## src/rtl/RV32I_definitions.sv

```systemverilog
// RV32I shared definitions: memory op codes (funct3 encoding) and the LSU FSM state type.
package RV32I_definitions;

    localparam logic [2:0] MEM_LB  = 3'b000;
    localparam logic [2:0] MEM_LH  = 3'b001;
    localparam logic [2:0] MEM_LW  = 3'b010;
    localparam logic [2:0] MEM_LBU = 3'b100;
    localparam logic [2:0] MEM_LHU = 3'b101;
    localparam logic [2:0] MEM_SB  = 3'b000;
    localparam logic [2:0] MEM_SH  = 3'b001;
    localparam logic [2:0] MEM_SW  = 3'b010;

    typedef enum logic [1:0] {
        IDLE,
        REQ,
        RESP
    } lsu_state_t;

endpackage

```

## src/rtl/mem_lane_align.sv

```systemverilog
// Byte-lane steering for the LSU: store strobes/replicated data, misalignment
// detection on the incoming op, and extraction/extension of returned load data.
module mem_lane_align
    import RV32I_definitions::*;
#(
    parameter int unsigned DATA_W = 32
) (
    input  logic [2:0]                     st_op_i,
    input  logic [$clog2(DATA_W/8)-1:0]    st_off_i,
    input  logic [31:0]                    st_data_i,
    output logic [DATA_W/8-1:0]            be_o,
    output logic [DATA_W-1:0]              wdata_o,
    output logic                           misaligned_o,
    input  logic [2:0]                     ld_op_i,
    input  logic [$clog2(DATA_W/8)-1:0]    ld_off_i,
    input  logic [DATA_W-1:0]              rdata_i,
    output logic [31:0]                    dout_o
);

    localparam int unsigned NB = DATA_W / 8;

    logic [31:0] word;

    // Store side; load and store op codes share the size encoding in bits [1:0].
    always_comb begin
        be_o         = '0;
        wdata_o      = '0;
        misaligned_o = 1'b0;
        case (st_op_i)
            MEM_LB, MEM_LBU: begin
                be_o    = NB'(1) << st_off_i;
                wdata_o = {NB{st_data_i[7:0]}};
            end
            MEM_LH, MEM_LHU: begin
                be_o         = NB'(2'b11) << st_off_i;
                wdata_o      = {(NB/2){st_data_i[15:0]}};
                misaligned_o = st_off_i[0];
            end
            MEM_LW: begin
                be_o         = NB'(4'hF) << st_off_i;
                wdata_o      = {(NB/4){st_data_i}};
                misaligned_o = (st_off_i[1:0] != 2'b00);
            end
            default: ;
        endcase
    end

    // Load side: bring the addressed byte lane down to bit 0, then extend.
    always_comb begin
        word   = 32'(rdata_i >> {ld_off_i, 3'b000});
        dout_o = word;
        case (ld_op_i)
            MEM_LB:  dout_o = {{24{word[7]}}, word[7:0]};
            MEM_LH:  dout_o = {{16{word[15]}}, word[15:0]};
            MEM_LBU: dout_o = {24'h0, word[7:0]};
            MEM_LHU: dout_o = {16'h0, word[15:0]};
            default: dout_o = word;
        endcase
    end

endmodule

```

## src/rtl/lsu_stage.sv

```systemverilog
// RV32I MEM-stage load/store unit: req/gnt/rvalid data-memory handshake with
// pipeline stall, misalignment trap and a valid-tagged MEM pipeline register.
module lsu_stage
    import RV32I_definitions::*;
#(
    parameter int unsigned DATA_W = 32,
    parameter int unsigned ADDR_W = 32
) (
    input  logic                    Clk,
    input  logic                    Reset,
    input  logic                    EX_valid,
    input  logic                    EX_Mem_wr_en,
    input  logic                    EX_Mem_rd_en,
    input  logic [2:0]              EX_Mem_op,
    input  logic                    EX_MemToReg,
    input  logic                    EX_RegFile_wr_en,
    input  logic [ADDR_W-1:0]       EX_ALU_result,
    input  logic [31:0]             EX_Rs2_data,
    input  logic [4:0]              EX_Rd_addr,
    output logic                    MEM_stall,
    output logic                    MEM_valid,
    output logic [31:0]             MEM_dout,
    output logic                    MEM_MemToReg,
    output logic                    MEM_RegFile_wr_en,
    output logic [ADDR_W-1:0]       MEM_ALU_result,
    output logic [4:0]              MEM_Rd_addr,
    output logic                    MEM_misaligned,
    output logic                    dmem_req,
    output logic                    dmem_we,
    output logic [ADDR_W-1:0]       dmem_addr,
    output logic [DATA_W/8-1:0]     dmem_be,
    output logic [DATA_W-1:0]       dmem_wdata,
    input  logic                    dmem_gnt,
    input  logic                    dmem_rvalid,
    input  logic [DATA_W-1:0]       dmem_rdata
);

    localparam int unsigned NB = DATA_W / 8;
    localparam int unsigned LB = $clog2(NB);

    lsu_state_t          state_q, state_d;
    logic [2:0]          op_q, op_d;
    logic [LB-1:0]       lane_q, lane_d;
    logic                m2r_q, m2r_d, rfwe_q, rfwe_d;
    logic [4:0]          rd_q, rd_d;
    logic [ADDR_W-1:0]   alu_q, alu_d;
    logic                req_q, req_d, we_q, we_d;
    logic [ADDR_W-1:0]   addr_q, addr_d;
    logic [NB-1:0]       be_q, be_d;
    logic [DATA_W-1:0]   wdata_q, wdata_d;
    logic                mvalid_q, mvalid_d, mmis_q, mmis_d, mm2r_q, mm2r_d, mrfwe_q, mrfwe_d;
    logic [31:0]         mdout_q, mdout_d;
    logic [ADDR_W-1:0]   malu_q, malu_d;
    logic [4:0]          mrd_q, mrd_d;

    logic                ex_is_mem, ex_mis;
    logic [NB-1:0]       ex_be;
    logic [DATA_W-1:0]   ex_wdata;
    logic [31:0]         ld_dout;

    assign ex_is_mem = EX_Mem_wr_en | EX_Mem_rd_en;

    mem_lane_align #(.DATA_W(DATA_W)) u_align (
        .st_op_i      (EX_Mem_op),
        .st_off_i     (EX_ALU_result[LB-1:0]),
        .st_data_i    (EX_Rs2_data),
        .be_o         (ex_be),
        .wdata_o      (ex_wdata),
        .misaligned_o (ex_mis),
        .ld_op_i      (op_q),
        .ld_off_i     (lane_q),
        .rdata_i      (dmem_rdata),
        .dout_o       (ld_dout)
    );

    // Next state; the MEM register defaults to a bubble every cycle.
    always_comb begin
        state_d  = state_q;
        op_d     = op_q;
        lane_d   = lane_q;
        m2r_d    = m2r_q;
        rfwe_d   = rfwe_q;
        rd_d     = rd_q;
        alu_d    = alu_q;
        req_d    = req_q;
        we_d     = we_q;
        addr_d   = addr_q;
        be_d     = be_q;
        wdata_d  = wdata_q;
        mvalid_d = 1'b0;
        mmis_d   = 1'b0;
        mm2r_d   = mm2r_q;
        mrfwe_d  = mrfwe_q;
        mdout_d  = mdout_q;
        malu_d   = malu_q;
        mrd_d    = mrd_q;
        case (state_q)
            IDLE: begin
                if (EX_valid && ex_is_mem && !ex_mis) begin
                    state_d = REQ;
                    op_d    = EX_Mem_op;
                    lane_d  = EX_ALU_result[LB-1:0];
                    m2r_d   = EX_MemToReg;
                    rfwe_d  = EX_RegFile_wr_en;
                    rd_d    = EX_Rd_addr;
                    alu_d   = EX_ALU_result;
                    req_d   = 1'b1;
                    we_d    = EX_Mem_wr_en;
                    addr_d  = EX_ALU_result & ~ADDR_W'(NB - 1);
                    be_d    = ex_be;
                    wdata_d = ex_wdata;
                end else if (EX_valid) begin
                    // Non-memory op passes straight through; a misaligned one retires as a trap.
                    mvalid_d = 1'b1;
                    mmis_d   = ex_is_mem;
                    mm2r_d   = EX_MemToReg;
                    mrfwe_d  = EX_RegFile_wr_en & ~ex_is_mem;
                    mdout_d  = '0;
                    malu_d   = EX_ALU_result;
                    mrd_d    = EX_Rd_addr;
                end
            end
            REQ: begin
                if (dmem_gnt) begin
                    req_d = 1'b0;
                    if (we_q) begin
                        state_d  = IDLE;
                        mvalid_d = 1'b1;
                        mm2r_d   = m2r_q;
                        mrfwe_d  = rfwe_q;
                        mdout_d  = '0;
                        malu_d   = alu_q;
                        mrd_d    = rd_q;
                    end else begin
                        state_d = RESP;
                    end
                end
            end
            RESP: begin
                if (dmem_rvalid) begin
                    state_d  = IDLE;
                    mvalid_d = 1'b1;
                    mm2r_d   = m2r_q;
                    mrfwe_d  = rfwe_q;
                    mdout_d  = ld_dout;
                    malu_d   = alu_q;
                    mrd_d    = rd_q;
                end
            end
            default: state_d = IDLE;
        endcase
    end

    always_ff @(posedge Clk) begin
        if (Reset) begin
            state_q  <= IDLE;
            op_q     <= '0;
            lane_q   <= '0;
            m2r_q    <= 1'b0;
            rfwe_q   <= 1'b0;
            rd_q     <= '0;
            alu_q    <= '0;
            req_q    <= 1'b0;
            we_q     <= 1'b0;
            addr_q   <= '0;
            be_q     <= '0;
            wdata_q  <= '0;
            mvalid_q <= 1'b0;
            mmis_q   <= 1'b0;
            mm2r_q   <= 1'b0;
            mrfwe_q  <= 1'b0;
            mdout_q  <= '0;
            malu_q   <= '0;
            mrd_q    <= '0;
        end else begin
            state_q  <= state_d;
            op_q     <= op_d;
            lane_q   <= lane_d;
            m2r_q    <= m2r_d;
            rfwe_q   <= rfwe_d;
            rd_q     <= rd_d;
            alu_q    <= alu_d;
            req_q    <= req_d;
            we_q     <= we_d;
            addr_q   <= addr_d;
            be_q     <= be_d;
            wdata_q  <= wdata_d;
            mvalid_q <= mvalid_d;
            mmis_q   <= mmis_d;
            mm2r_q   <= mm2r_d;
            mrfwe_q  <= mrfwe_d;
            mdout_q  <= mdout_d;
            malu_q   <= malu_d;
            mrd_q    <= mrd_d;
        end
    end

    assign MEM_stall         = (state_q != IDLE);
    assign MEM_valid         = mvalid_q;
    assign MEM_dout          = mdout_q;
    assign MEM_MemToReg      = mm2r_q;
    assign MEM_RegFile_wr_en = mrfwe_q;
    assign MEM_ALU_result    = malu_q;
    assign MEM_Rd_addr       = mrd_q;
    assign MEM_misaligned    = mmis_q;
    assign dmem_req          = req_q;
    assign dmem_we           = we_q;
    assign dmem_addr         = addr_q;
    assign dmem_be           = be_q;
    assign dmem_wdata        = wdata_q;

endmodule

```

## config.mk

```make
export PLATFORM = sky130hd
export DESIGN_NAME = lsu_stage
export DESIGN_NICKNAME = d
export VERILOG_FILES = /design/src/rtl/RV32I_definitions.sv /design/src/rtl/mem_lane_align.sv /design/src/rtl/lsu_stage.sv
export SDC_FILE = /design/constraint.sdc
export NUM_CORES = 1
export LEC_CHECK = 0
export BUFFER_PORTS_ARGS = -buffer_cell sky130_fd_sc_hd__buf_4
export CORE_UTILIZATION = 30
export DETAILED_ROUTE_END_ITERATION = 10
export HOLD_SLACK_MARGIN = 0.1
export SYNTH_ARGS = -nofsm -noshare
export SYNTH_HDL_FRONTEND = slang
export SYNTH_SLANG_ARGS = --single-unit
```

## constraint.sdc

```tcl
create_clock -name Clk -period 5.4 [get_ports Clk]
set_clock_uncertainty 0.15 [all_clocks]
set_input_delay 0.54 -clock Clk [delete_from_list [all_inputs] [get_ports Clk]]
set_output_delay 0.54 -clock Clk [all_outputs]
set_load 0.02 [all_outputs]
```

# Word level (Yosys, flattened, before mapping)
# Index checks and enable logic that the tools add are counted.
# op_classes
eq_ne	15
n_shift	4
mux	48
bitwise	5
reduce_logical	17
# op_table
op	n
$mux W32	10
$pmux W32 S3	3
$pmux W32 S4	1
$shr A32 B5 Y32	1
$mux W5	5
$mux W1	17
$pmux W5 S3	1
$eq A3 B3 Y1 const B	4
$ne A2 B2 Y1 const B	6
$pmux W4 S3	1
$pmux W1 S3	3
$mux W2	4
$eq A3 B1 Y1 const B	2
$logic_not A3 Y1	2
$pmux W2 S3	1
$reduce_and A3 Y1	2
$reduce_and A6 Y1	1
$reduce_bool A2 Y1	3
$pmux W1 S2	2
$reduce_or A2 Y1	2
$reduce_or A4 Y1	1
$shl A1 B2 Y4 const A	1
$shl A2 B2 Y4 const A	1
$shl A4 B2 Y4 const A	1
11 further kinds	14
# word_totals
regBits	187
inputBits	113
out_inout_bits	144
elab_cells	108

# Logic depth before layout (Yosys ltp)
# logic_depth
ltp_word	7
mapped_depth	10
ltp_nobuf	7

# Modules after synthesis
# Synthesis repeated with hierarchy kept, for this count alone.
# unflattened
cells_unflattened	953
area_unflattened_um2	7816.2
# by_module_without_submodules
module	n_inst	cells_per_inst	area_each_um2	seq_area_each_um2
lsu_stage	1	742	6462.4	3103.0
mem_lane_align	1	211	1353.8	0.0

# Least setup slack after synthesis
# No wires, ideal clock.
# synth_timing
path_type	input -> register
from	input port EX_Mem_op[1]
to	register mdout_q[22], in the netlist MEM_dout[22]
setup_time_ns	0.143
t_arrival_ns	2.218
required_time_ns	5.107
setup_slack_ns	2.889
stages	9
path_buffers	4
path_cell_list	buf_4 nor3b_4 a211oi_2 or4_1 buf_2 buf_6 buf_2 nand3b_1 o41ai_2
# synth_via
elab_chain_cells	7
elab_cells_between_ends	9
classes_between	4 x eq/ne; 1 x mux; 4 x reduce/logical
# synth_rtl
item	line	rtl
start, declared	lsu_stage.sv:14	input logic [2:0] EX_Mem_op,
$eq A3 B1 Y1 or $eq A3 B3 Y1 (tied branches)	mem_lane_align.sv:29	case (st_op_i)
$reduce_or A2 Y1	mem_lane_align.sv:29	
$pmux W1 S2 (*)	mem_lane_align.sv:29	
$logic_not A1 Y1 (*)	lsu_stage.sv:99	if (EX_valid && ex_is_mem && !ex_mis) begin
$logic_and A1 B1 Y1 (*)	lsu_stage.sv:99	
$ne A2 B2 Y1 (no line) (*)	n/a	
$reduce_and A6 Y1 (no line) (*)	n/a	
end signal, assigned	lsu_stage.sv:192	mdout_q <= mdout_d;
end, declared	lsu_stage.sv:52	logic [31:0] mdout_q, mdout_d;
# Every way passes the cells marked *; elsewhere a longest branch is shown, timed or not.
# A chain may end at the register's enable or synchronous reset.

# Worst setup path after layout
# layout_timing
from	register state_q[0]
to	register mrfwe_q, in the netlist MEM_RegFile_wr_en
# layout_via
elab_chain_cells	3
elab_cells_between_ends	11
classes_between	7 x eq/ne; 1 x mux; 3 x reduce/logical
# layout_rtl
item	line	rtl
start, declared	lsu_stage.sv:41	lsu_state_t state_q, state_d;
start signal, assigned	lsu_stage.sv:176	state_q <= state_d;
$eq A2 B1 Y1 (tied with other cells)	lsu_stage.sv:97	case (state_q)
$ne A2 B2 Y1 (no line) or $reduce_bool A3 Y1 (tied branches)	n/a	
$reduce_and A6 Y1 (no line)	n/a	
end signal, assigned	lsu_stage.sv:191	mrfwe_q <= mrfwe_d;
end, declared	lsu_stage.sv:51	logic mvalid_q, mvalid_d, mmis_q, mmis_d, mm2r_q, mm2r_d, mrfwe_q, mrfwe_d;
# Several ways; a longest one is shown, not always the timed one.

==> flow_metrics.tcl <==
set metrics [dict create \
    cp_max_fo 49 \
    start_util_pct 30.77 \
    status "complete, no violations" \
    grt_pass1_wl_um 33920 \
    dp_hpwl_um 15370 \
    grt_pass1_vias 6188 \
    cap_violations 0 \
    fillers 2444 \
    synth_commonest_cells "dfxtp_1, nand2_1, a21oi_1" \
    die_x_um 157.4 \
    antenna_cells_inserted 0 \
    hold_viol 0 \
    worstHoldStart "dmem_gnt" \
    wl_um 22250 \
    whs_endpoint "dmem_req$_SDFFE_PP0P_" \
    synthTopCellsByArea "dfxtp_1, mux2i_1, nand2_1, a21oi_1, a211oi_1" \
    postCtsHoldBufs 0 \
    rr_worst_depth 7 \
    hold-path-cell-count 2 \
    ys_types 51 \
    clk_pin_slew_worst_paths_ps 60 \
    synthFlopType "dfxtp_1" \
    required_ps 5500 \
    grt_util_all_layers_pct 17.67 \
    ys_ff_latch 155 \
    wl_per_cell_um 16.71 \
    cpPeakStageDelay_ps 1180 \
    p_leak_nw 3.937 \
    syn-cell-area_mm2 0.007243 \
    cp-end-kind "register" \
    relSlewSlack_pct 25.42 \
    finalPower_mw 3.218 \
    r2r_end "MEM_RegFile_wr_en$_SDFFE_PP0P_" \
    layout.nets 1118 \
    antenna_found_initial 0 \
    yosysMostFrequentCell "dfxtp_1" \
    rows 56 \
    synth_edf_count 0 \
    syn_area_per_cell_um2 8.812 \
    chipHeight_um 157.4 \
    rrSetupSlack_ps 2260 \
    crit_slowest_cell "or4_2" \
    r2r-start "state_q[0]$_SDFFE_PP0P_" \
    coreArea_mm2 0.02354 \
    vias 6534 \
    rsz0062_at_grt "false" \
    grt_overflow 0 \
    yosysSeqAreaShare_pct 42.84 \
    avgViaCountPerCell 4.905 \
    synth_top_area_share_pct 42.84 \
    cts.sinks 155 \
    worstSetupPathType "reg2reg" \
    max_freq_mhz 318.8 \
    cts_tree "built" \
    critPathArrivalTime_ps 3240 \
    ir_worst_vdd_v 0.0001686 \
    syn_inst 822 \
    clk-insertion-delay-late_ps 420 \
    finalSetupViolCount 0 \
    drive_above_1_share_pct 32.18 \
    finalCritPeriodShare_pct 58.08 \
    finalSetupTns_ps 0 \
    h-tree-depth 4 \
    yosysWarnings 0 \
    io_buffers 254 \
    p_per_area_mw_per_mm2 333.3 \
    worst_slew_pin_slew_ps 1119 \
    clk_path_buf_depth 2 \
    yosysTopAreaCell "dfxtp_1" \
    io_pins 257 \
    ant_nets 0 \
    gp_congestion 0.8494 \
    path_cells "inv_1 -> ha_1 -> inv_1 -> o22ai_1 -> or4_2 -> a211oi_1 -> nor3_1" \
    cts_root_buf "clkbuf_16" \
    crit_top_cell "inv_1" \
    crit_path_start_kind "register" \
    async_flop_share_pct 0 \
    dieArea_mm2 0.02477 \
    post-route-drc-count 0 \
    min_path_type "in2reg" \
    finalCriticalPeriod_ps 3136 \
    area_delta_synth_final_pct 33.30 \
    drv_slew 0 \
    first_pass_iters 6 \
    cts-buffers-inserted 17 \
    drt_iter0_drc 451 \
    grt_max_degree 97 \
    ctsResizeCount 0 \
    post_cts_buffers 0 \
]
## cells by family (layout without fill, tap and decap cells)
family                     count (synthesis)  after routing  share of synthesized area, %
AOI/OAI and AO/OA                        243            243                         23.98
xor gates and xnor gates                   1              1                        0.1209
adders and majority gates                  5              5                        0.8637
buffers and inverters                    110            300                         7.912
DFF                                      155            155                         42.84
muxes                                     64             64                         9.155
other                                      1              2                       0.05177
and+or+nand+nor                          243            243                         15.08
## report_power, final
group,switching [mW],total (mW),internal [mW]
Clock,0.503,1.17,0.666
Sequential,0.0560,1.29,1.24
Combinational,0.452,0.756,0.304
Total,1.01,3.22,2.21
## worst max path at each step
stage	slack [ps]	cells after the start	start	to
2_1_floorplan	2890	9	EX_Mem_op[1]	MEM_dout[22]$_SDFFE_PP0P_
3_3_place_gp	2100	6	EX_Mem_wr_en	MEM_RegFile_wr_en$_SDFFE_PP0P_
3_5_place_dp	2060	8	EX_Mem_wr_en	MEM_dout[5]$_SDFFE_PP0P_
4_1_cts	2230	7	state_q[0]$_SDFFE_PP0P_	MEM_RegFile_wr_en$_SDFFE_PP0P_
5_1_grt	1990	7	state_q[0]$_SDFFE_PP0P_	MEM_RegFile_wr_en$_SDFFE_PP0P_
6_report	2260	7	state_q[0]$_SDFFE_PP0P_	MEM_RegFile_wr_en$_SDFFE_PP0P_
## layout by cell type, fill, tap and decap left out, types with 9 or more instances in the layout
master / synthesis / routed
buf_4: 35 / 263
dfxtp_1: 155 / 155
nand2_1: 119 / 119
a21oi_1: 89 / 89
nor2_1: 66 / 66
mux2i_1: 55 / 55
a211oi_1: 41 / 41
o21ai_0: 26 / 26
nand3b_1: 19 / 19
clkbuf_16: 0 / 17
a22o_1: 16 / 16
o41ai_2: 16 / 16
nor2b_1: 13 / 13
o211ai_1: 9 / 9
o21a_1: 9 / 9
nand3_1: 9 / 9
## state kept, by name (all words and copies together), names as in the netlist
| name | flops |
|---|---|
| dmem_we | 1 |
| dmem_be | 4 |
| dmem_wdata | 32 |
| m2r_q | 1 |
| MEM_RegFile_wr_en | 1 |
| lane_q | 1 |
| op_q | 3 |
| MEM_valid | 1 |
| MEM_misaligned | 1 |
| MEM_dout | 32 |
| MEM_ALU_result | 32 |
| MEM_Rd_addr | 5 |
| MEM_MemToReg | 1 |
| rd_q | 5 |
| alu_q | 31 |
| state_q | 2 |
| rfwe_q | 1 |
| dmem_req | 1 |
## layout make-up
type	instances	area (um^2)	area share, %
clock buffer	21	460.4	4.769
clock inverter	11	110.1	1.140
inverter	5	18.77	0.1944
multi-input combinational	558	3590	37.18
sequential	155	3103	32.14
tap	319	399.1	4.134
timing repair buffer	263	1974	20.45
## per-stage QoR
stage / cell area, um^2 / hold WS (ps) / cells / util (%) / setup WS [ps]
finish: 9656 / 197.5 / 1332 / 41.01 / 2264
global route: 9656 / 171.4 / 1332 / 41.01 / 1988
CTS: 9656 / 177.2 / 1332 / 41.01 / 2225
detailed placement: 9085 / 297.6 / 1300 / 38.59 / 2057
global placement: 9085 / 292.5 / 1300 / 38.59 / 2100
floorplan: 7247 / 286.0 / 823 / - / 2889
## per-layer routing
| metal | wire length, um | up-vias | global-route usage, % |
|---|---|---|---|
| li1 | - | 3268 | - |
| met1 | 9899 | 3030 | 22.52 |
| met2 | 10400 | 214 | 28.40 |
| met3 | 1520 | 22 | 5.341 |
| met4 | 437 | 0 | 5.548 |
| met5 | 0 | - | 0 |
## critical path, delay by kind of cell, from the launching register on
kind,cells,cell delay [ps]
simple gates,2,1250
compound gates,2,560
flops,1,390
fa+ha+maj,1,370
buf+inv,2,250
No activity file was read; power rests on OpenSTA's default activity.
